## src/rtl/csr_pkg.sv

```systemverilog
// csr_pkg
//   Shared definitions for the CSR sequencing stage: request op encodings,
//   machine-mode CSR addresses, mstatus bit positions, sequencer state
//   encoding, and the two mstatus rewrite helpers used on trap entry and
//   on MRET.
package csr_pkg;

  // Request opcodes as presented on req_op.
  typedef enum logic [2:0] {
    OP_NONE  = 3'd0,
    OP_RW    = 3'd1,
    OP_RS    = 3'd2,
    OP_RC    = 3'd3,
    OP_ECALL = 3'd4,
    OP_MRET  = 3'd5
  } csr_op_e;

  // Machine-mode CSR addresses touched by the trap sequences.
  localparam logic [11:0] CSR_MSTATUS = 12'h300;
  localparam logic [11:0] CSR_MTVEC   = 12'h305;
  localparam logic [11:0] CSR_MEPC    = 12'h341;
  localparam logic [11:0] CSR_MCAUSE  = 12'h342;

  // mstatus field positions.
  localparam int MSTATUS_MIE    = 3;
  localparam int MSTATUS_MPIE   = 7;
  localparam int MSTATUS_MPP_LO = 11;
  localparam int MSTATUS_MPP_HI = 12;

  // Sequencer states.
  typedef enum logic [2:0] {
    ST_IDLE       = 3'd0,
    ST_CSR_WR     = 3'd1,
    ST_TR_MEPC    = 3'd2,
    ST_TR_MCAUSE  = 3'd3,
    ST_TR_MSTATUS = 3'd4,
    ST_TR_JUMP    = 3'd5,
    ST_MR_STATUS  = 3'd6,
    ST_MR_JUMP    = 3'd7
  } state_e;

  // Trap entry: stash the interrupt enable in MPIE, mask interrupts and
  // record M-mode as the previous privilege.
  function automatic logic [31:0] trap_mstatus(input logic [31:0] ms);
    logic [31:0] r;
    r = ms;
    r[MSTATUS_MPIE] = ms[MSTATUS_MIE];
    r[MSTATUS_MIE]  = 1'b0;
    r[MSTATUS_MPP_HI:MSTATUS_MPP_LO] = 2'b11;
    return r;
  endfunction

  // Trap return: restore MIE from MPIE, set MPIE. The core is M-only, so
  // MPP stays at M rather than dropping to U.
  function automatic logic [31:0] mret_mstatus(input logic [31:0] ms);
    logic [31:0] r;
    r = ms;
    r[MSTATUS_MIE]  = ms[MSTATUS_MPIE];
    r[MSTATUS_MPIE] = 1'b1;
    r[MSTATUS_MPP_HI:MSTATUS_MPP_LO] = 2'b11;
    return r;
  endfunction

endpackage

```

## src/rtl/csr_rmw.sv

```systemverilog
// csr_rmw
//   Combinational read-modify-write for Zicsr instructions.
//   Ports:
//     op        in  3   request opcode (only RW/RS/RC produce a write)
//     old_val   in  32  current CSR value (already zeroed if unimplemented)
//     operand   in  32  rs1 value or zero-extended uimm
//     addr_ok   in  1   target address is implemented
//     new_val   out 32  value to write back
//     write_en  out 1   write is required
module csr_rmw
  import csr_pkg::*;
(
  input  logic [2:0]  op,
  input  logic [31:0] old_val,
  input  logic [31:0] operand,
  input  logic        addr_ok,
  output logic [31:0] new_val,
  output logic        write_en
);

  always_comb begin
    new_val  = old_val;
    write_en = 1'b0;
    case (csr_op_e'(op))
      OP_RW: begin
        new_val  = operand;
        write_en = addr_ok;
      end
      // Set/clear with a zero mask is a pure read: no write side effects.
      OP_RS: begin
        new_val  = old_val | operand;
        write_en = addr_ok && (operand != 32'd0);
      end
      OP_RC: begin
        new_val  = old_val & ~operand;
        write_en = addr_ok && (operand != 32'd0);
      end
      default: begin
        new_val  = old_val;
        write_en = 1'b0;
      end
    endcase
  end

endmodule

```

## src/rtl/csr_trap_ctrl.sv

```systemverilog
// csr_trap_ctrl
//   Sequencer between the execute stage and the CSR register file. Turns
//   CSRRW/CSRRS/CSRRC, ECALL and MRET requests into ordered read/write
//   cycles on the file's single combinational read port and single write
//   port, returns the old CSR value for rd, and issues PC redirects.
//
//   Handshake: req_valid/req_op form a valid; !busy is the ready. A request
//   is taken in a cycle where the sequencer is idle, req_valid is high and
//   req_op is a defined non-NONE op. Upstream holds the request while busy;
//   requests seen while busy are ignored.
//
//   Ports:
//     clk, rst           clock, synchronous active-high reset
//     req_valid/op/csr_addr/operand/pc   execute-stage request
//     busy               stall while a sequence runs
//     rd_valid, rd_data  one-cycle pulse with the old CSR value
//     redirect_valid/pc  one-cycle pulse with the new fetch PC
//     csr_addr_r, csr_rdata                CSR file read port
//     csr_we, csr_addr_w, csr_wdata        CSR file write port
//     dbg_state          current sequencer state
module csr_trap_ctrl
  import csr_pkg::*;
#(
  parameter logic [31:0] CAUSE_ECALL = 32'd11,
  parameter logic [11:0] CSR_LO      = 12'h300,
  parameter logic [11:0] CSR_HI      = 12'h350
) (
  input  logic        clk,
  input  logic        rst,
  input  logic        req_valid,
  input  logic [2:0]  req_op,
  input  logic [11:0] req_csr_addr,
  input  logic [31:0] req_operand,
  input  logic [31:0] req_pc,
  output logic        busy,
  output logic        rd_valid,
  output logic [31:0] rd_data,
  output logic        redirect_valid,
  output logic [31:0] redirect_pc,
  output logic [11:0] csr_addr_r,
  input  logic [31:0] csr_rdata,
  output logic        csr_we,
  output logic [11:0] csr_addr_w,
  output logic [31:0] csr_wdata,
  output logic [2:0]  dbg_state
);

  state_e      state_q, state_d;
  csr_op_e     op;
  logic        is_csr_op;
  logic        is_defined_op;
  logic        addr_ok;
  logic        accept;
  logic [31:0] acc_old;
  logic [31:0] rmw_new;
  logic        rmw_we;

  // Request latches. old_q holds the old CSR value for Zicsr ops and the
  // sampled mstatus for trap/return sequences. jump_q holds mtvec or mepc.
  logic [11:0] addr_q;
  logic [31:0] pc_q;
  logic [31:0] old_q;
  logic [31:0] new_q;
  logic        we_q;
  logic [31:0] jump_q;

  assign op            = csr_op_e'(req_op);
  assign is_csr_op     = (op == OP_RW) || (op == OP_RS) || (op == OP_RC);
  assign is_defined_op = is_csr_op || (op == OP_ECALL) || (op == OP_MRET);
  assign addr_ok       = (req_csr_addr >= CSR_LO) && (req_csr_addr <= CSR_HI);
  assign accept        = (state_q == ST_IDLE) && req_valid && is_defined_op && !rst;

  // Unimplemented CSRs read as zero and never get written.
  assign acc_old = addr_ok ? csr_rdata : 32'd0;

  csr_rmw u_rmw (
    .op       (req_op),
    .old_val  (acc_old),
    .operand  (req_operand),
    .addr_ok  (addr_ok),
    .new_val  (rmw_new),
    .write_en (rmw_we)
  );

  assign busy      = (state_q != ST_IDLE);
  assign dbg_state = state_q;

  // Next state and port outputs.
  always_comb begin
    state_d        = state_q;
    rd_valid       = 1'b0;
    rd_data        = 32'd0;
    redirect_valid = 1'b0;
    redirect_pc    = 32'd0;
    csr_addr_r     = CSR_MSTATUS;
    csr_we         = 1'b0;
    csr_addr_w     = 12'd0;
    csr_wdata      = 32'd0;

    case (state_q)
      ST_IDLE: begin
        if (accept) begin
          if (is_csr_op) begin
            csr_addr_r = req_csr_addr;
            state_d    = ST_CSR_WR;
          end else if (op == OP_ECALL) begin
            state_d = ST_TR_MEPC;
          end else begin
            state_d = ST_MR_STATUS;
          end
        end
      end

      ST_CSR_WR: begin
        rd_valid = 1'b1;
        rd_data  = old_q;
        if (we_q) begin
          csr_we     = 1'b1;
          csr_addr_w = addr_q;
          csr_wdata  = new_q;
        end
        state_d = ST_IDLE;
      end

      ST_TR_MEPC: begin
        csr_we     = 1'b1;
        csr_addr_w = CSR_MEPC;
        csr_wdata  = {pc_q[31:2], 2'b00};
        state_d    = ST_TR_MCAUSE;
      end

      ST_TR_MCAUSE: begin
        csr_we     = 1'b1;
        csr_addr_w = CSR_MCAUSE;
        csr_wdata  = CAUSE_ECALL;
        state_d    = ST_TR_MSTATUS;
      end

      // The write port and read port are independent, so mtvec is fetched
      // in the same cycle that mstatus is rewritten.
      ST_TR_MSTATUS: begin
        csr_we     = 1'b1;
        csr_addr_w = CSR_MSTATUS;
        csr_wdata  = trap_mstatus(old_q);
        csr_addr_r = CSR_MTVEC;
        state_d    = ST_TR_JUMP;
      end

      // Exceptions always go to BASE, even in vectored mode.
      ST_TR_JUMP: begin
        redirect_valid = 1'b1;
        redirect_pc    = {jump_q[31:2], 2'b00};
        state_d        = ST_IDLE;
      end

      ST_MR_STATUS: begin
        csr_we     = 1'b1;
        csr_addr_w = CSR_MSTATUS;
        csr_wdata  = mret_mstatus(old_q);
        csr_addr_r = CSR_MEPC;
        state_d    = ST_MR_JUMP;
      end

      ST_MR_JUMP: begin
        redirect_valid = 1'b1;
        redirect_pc    = {jump_q[31:2], 2'b00};
        state_d        = ST_IDLE;
      end

      default: state_d = ST_IDLE;
    endcase

    // A reset cycle issues nothing: writes in flight are dropped and no
    // redirect leaves the block.
    if (rst) begin
      rd_valid       = 1'b0;
      rd_data        = 32'd0;
      redirect_valid = 1'b0;
      redirect_pc    = 32'd0;
      csr_addr_r     = CSR_MSTATUS;
      csr_we         = 1'b0;
      csr_addr_w     = 12'd0;
      csr_wdata      = 32'd0;
    end
  end

  always_ff @(posedge clk) begin
    if (rst) begin
      state_q <= ST_IDLE;
      addr_q  <= 12'd0;
      pc_q    <= 32'd0;
      old_q   <= 32'd0;
      new_q   <= 32'd0;
      we_q    <= 1'b0;
      jump_q  <= 32'd0;
    end else begin
      state_q <= state_d;
      if (accept) begin
        addr_q <= req_csr_addr;
        pc_q   <= req_pc;
        // Trap ops read mstatus on the default read address this cycle.
        old_q  <= is_csr_op ? acc_old : csr_rdata;
        new_q  <= rmw_new;
        we_q   <= rmw_we;
      end
      if ((state_q == ST_TR_MSTATUS) || (state_q == ST_MR_STATUS)) begin
        jump_q <= csr_rdata;
      end
    end
  end

endmodule

```

## config.mk

```make
export PLATFORM = sky130hd
export DESIGN_NAME = csr_trap_ctrl
export DESIGN_NICKNAME = d
export VERILOG_FILES = /design/src/rtl/csr_pkg.sv /design/src/rtl/csr_rmw.sv /design/src/rtl/csr_trap_ctrl.sv
export SDC_FILE = /design/constraint.sdc
export NUM_CORES = 1
export LEC_CHECK = 0
export BUFFER_PORTS_ARGS = -buffer_cell sky130_fd_sc_hd__buf_2
export CELL_PAD_IN_SITES_DETAIL_PLACEMENT = 1
export CELL_PAD_IN_SITES_GLOBAL_PLACEMENT = 1
export CORE_ASPECT_RATIO = 1.2
export CORE_MARGIN = 2
export CORE_UTILIZATION = 37
export CTS_BUF_LIST = sky130_fd_sc_hd__clkbuf_2 sky130_fd_sc_hd__clkbuf_4 sky130_fd_sc_hd__clkbuf_8
export CTS_CLUSTER_SIZE = 14
export DETAILED_ROUTE_END_ITERATION = 8
export GPL_TIMING_DRIVEN = 1
export HOLD_SLACK_MARGIN = 0.15
export MAX_ROUTING_LAYER = met4
export PLACE_DENSITY_LB_ADDON = 0.1
export SYNTH_ARGS = -nofsm -noshare
export SYNTH_HDL_FRONTEND = slang
export SYNTH_SLANG_ARGS = --single-unit
```

## constraint.sdc

```tcl
create_clock -name clk -period 2.5 [get_ports clk]
set_input_delay 0.375 -clock clk [delete_from_list [all_inputs] [get_ports clk]]
set_output_delay 0.375 -clock clk [all_outputs]
set_load 0.01 [all_outputs]
```

==> flow_summary.toml <==
[logic_synthesis]
synth_area_sq_um = 6930
synth_top_area_share_pct = 40.5
ys_ff_latch = 140
yosys.area.top_type = "dfxtp_1"
synth-async-reset-ratio_pct = 0
ys_warn_count = 0
yosysUniqueCellTypes = 45
post_synth_inst_count = 912
synth-edff-count = 0
yosys_most_used_dff = "dfxtp_1"
synth-seq-area-share_pct = 40.5
ys_top_cells_by_count = "182 x nand2_1, 140 x dfxtp_1, 126 x a21oi_1, 88 x nor2_1, 67 x clkbuf_1"
syn_avg_cell_area_sq_um = 7.60
synthTopCellsByArea = "dfxtp_1 40%, nand2_1 9.9%, a21oi_1 9.1%, and2_1 5.7%, nor2_1 4.8%"
yosysMostFrequentCell = "nand2_1"

[power]
intPower_mw = 3.72
max-vdd-ir-drop_mv = 0.274
p_sw_mw = 1.42
comb_power_share_pct = 14.7
clock_power_share_pct = 38.7
power_frac_seq_pct = 46.6
leakage_nw = 3.64
sw_frac_of_total_pct = 27.7
powerDensity_nw_per_um2 = 565

[worst_setup_path]
cpPeakStageDelay_ps = 410
crit_path_start_kind = "flip-flop"
worstSetupPathType = "reg -> out"
required_ps = 2120
cp-end-kind = "primary output"
critical_path_buf_inv_count = 3
cp_max_fo = 28
cp_data_arrival_time_ps = 2070
critPathTopFamily = "buffers and inverters"
crit_chain = "buf_6, nor4bb_4, buf_12, a222oi_1, nor2_1, buf_2"
cp_slowest_cell = "dfxtp_2"

[clock_network]
clock_latency_ps = 460
cts.htree.levels = 4
cts_tree = "yes"
numCtsBuffers = 17
clock_sinks = 140
clk_pin_slew_worst_paths_ps = 80
root_buffer = "clkbuf_8"
clockBufferDepth = 2

[floorplan]
core-area_sq_um = 18200
die_y_microns = 154
boundaryPins = 241
die_area_sq_um = 19800
start_util_pct = 38.0
die_w_microns = 129
fp-row-count = 54

[place]
hpwl_microns = 18100
placed_cell_area_sq_um = 8330
place_ws_ps = 143
place.gp.congestion = 0.816
port_buffers = 236

[timing]
maxSlewHeadroom_pct = 34.6
skew_ps = 10.9
final-setup-viol-count = 0
max_clock_freq_mhz = 410
fin_ws_ps = 59.8
tightest_slew_ps = 980
post-route-min-period_ps = 2440
rsz0062_at_grt = "true"
slew_viol_final = 0
hold_violations = 0
fin_crit_sh_pct = 97.6

[finish]
final_cell_area_sq_um = 9100
regArea_sq_um = 2810
multi_input_area_sq_um = 3770
fillers = 2341
area_growth_pct = 31.4
drive_gt1_share_pct = 28.3
fin_nets = 1248

[global_route]
grt_pass1_wl_microns = 42400
grt_overflow = 0
grt_pass1_vias = 7611
antenna_found_initial = 0
track_usage_pct = 28.2
grt_max_degree = 119

[flow_run]
max_cap_viol_count = 0

[worst_hold_path]
holdCritPathClass = "in -> reg"

[drt]
postRouteAntennaNets = 0
vias_per_cell = 5.60
detail_route.iter0.violations = 653
drtPass1Iterations = 9
drt_wl_total_microns = 27600
wl_per_cell_microns = 20.2
vias = 7664
drc = 0

[status]
status = "complete, no violations"
[worst register-to-register path: cells and delay by family, from the launching register on]
kind | cells | cell delay, ps
compound gates | 2 | 480
buf+inv | 3 | 700
flops | 1 | 360
simple gates | 2 | 320
[layout make-up]
class	count	area share, %
diodes	1	0.0275
clock buffers	23	3.41
clock inverters	6	1.21
inverters	3	0.124
multi-input cells	673	41.4
flip-flops and latches	140	30.8
well taps	224	3.08
repair buffers	299	19.9
[cells by family (layout without fill, tap and decap cells)]
logic type / Yosys count / in the layout / share of synthesized area [%]
AND/OR/NAND/NOR: 385 / 385 / 25.3
XOR/XNOR: 1 / 1 / 0.126
other: 1 / 3 / 0.0541
AO/OA/AOI/OAI: 285 / 285 / 27.8
buffers and inverters: 100 / 331 / 6.27
flip-flops: 140 / 140 / 40.5
[per-stage QoR]
stage / util, % / hold slack, ps / std cells / setup TNS, ps / total power, mW
after global routing: 49.9 / 151 / 1368 / -556 / 5.37
after detailed placement: 45.7 / 443 / 1308 / 0 / 3.15
final: 49.9 / 170 / 1369 / 0 / 5.14
after floorplan: - / 432 / 913 / 0 / 2.82
after global placement: 45.7 / 438 / 1308 / 0 / 3.14
after CTS: 49.7 / 150 / 1367 / 0 / 5.17
[placed cells by master (no fill, tap or decap), types with 8 or more instances in the layout]
cell and n:
nor4_1 8, and3_1 13, a222oi_1 28, and2_1 63
nor2_1 86, a211oi_1 25, a32oi_1 24, buf_2 234
buf_4 28, o21ai_0 24, a211oi_2 8, clkbuf_8 22
a21oi_1 126, dlygate4sd3_1 27, dfxtp_1 138, nand2_1 182
o211ai_1 41
[sequential cells by signal (all words and copies together) (netlist names)]
name,count
old_q,32
new_q,32
jump_q,30
addr_q,12
pc_q,30
we_q,1
dbg_state,3
[final timing paths]
path | start | to | slack, ps | depth (start not counted)
max | dbg_state[0] | csr_wdata[18] | 60 | 6
min | req_pc[7] | pc_q[7] | 170 | 3
max reg2reg | dbg_state[0] | new_q[1] | 530 | 7
min reg2reg | jump_q[26] | jump_q[26] | 450 | 2
[layer usage]
layer,global-route usage (%),vias up,part of all wire (%)
met4,8.80,0,2.2
met1,36.8,3680,45
met5,-,-,0
met3,6.75,37,6.8
li1,-,3672,-
met2,43.3,275,47
[power by group through the flow]
stage	Combinational, mW	Sequential [mW]	Clock (mW)
2_1_floorplan	0.400	2.42	0
3_3_place_gp	0.697	2.44	0
3_5_place_dp	0.706	2.45	0
4_1_cts	0.748	2.40	2.03
5_1_grt	0.830	2.41	2.13
6_report	0.755	2.40	1.99
[what timing repair did]
| action | CTS | global route |
|---|---|---|
| setup buffers | 4 | 0 |
| hold buffers | 26 | 1 |
| pin swaps | 4 | 1 |
| endpoints found under the setup margin | 47 | 89 |
| endpoints found under the hold margin | 26 | 1 |
| gates resized for setup | 5 | 7 |
(Power assumes the default switching activity.)
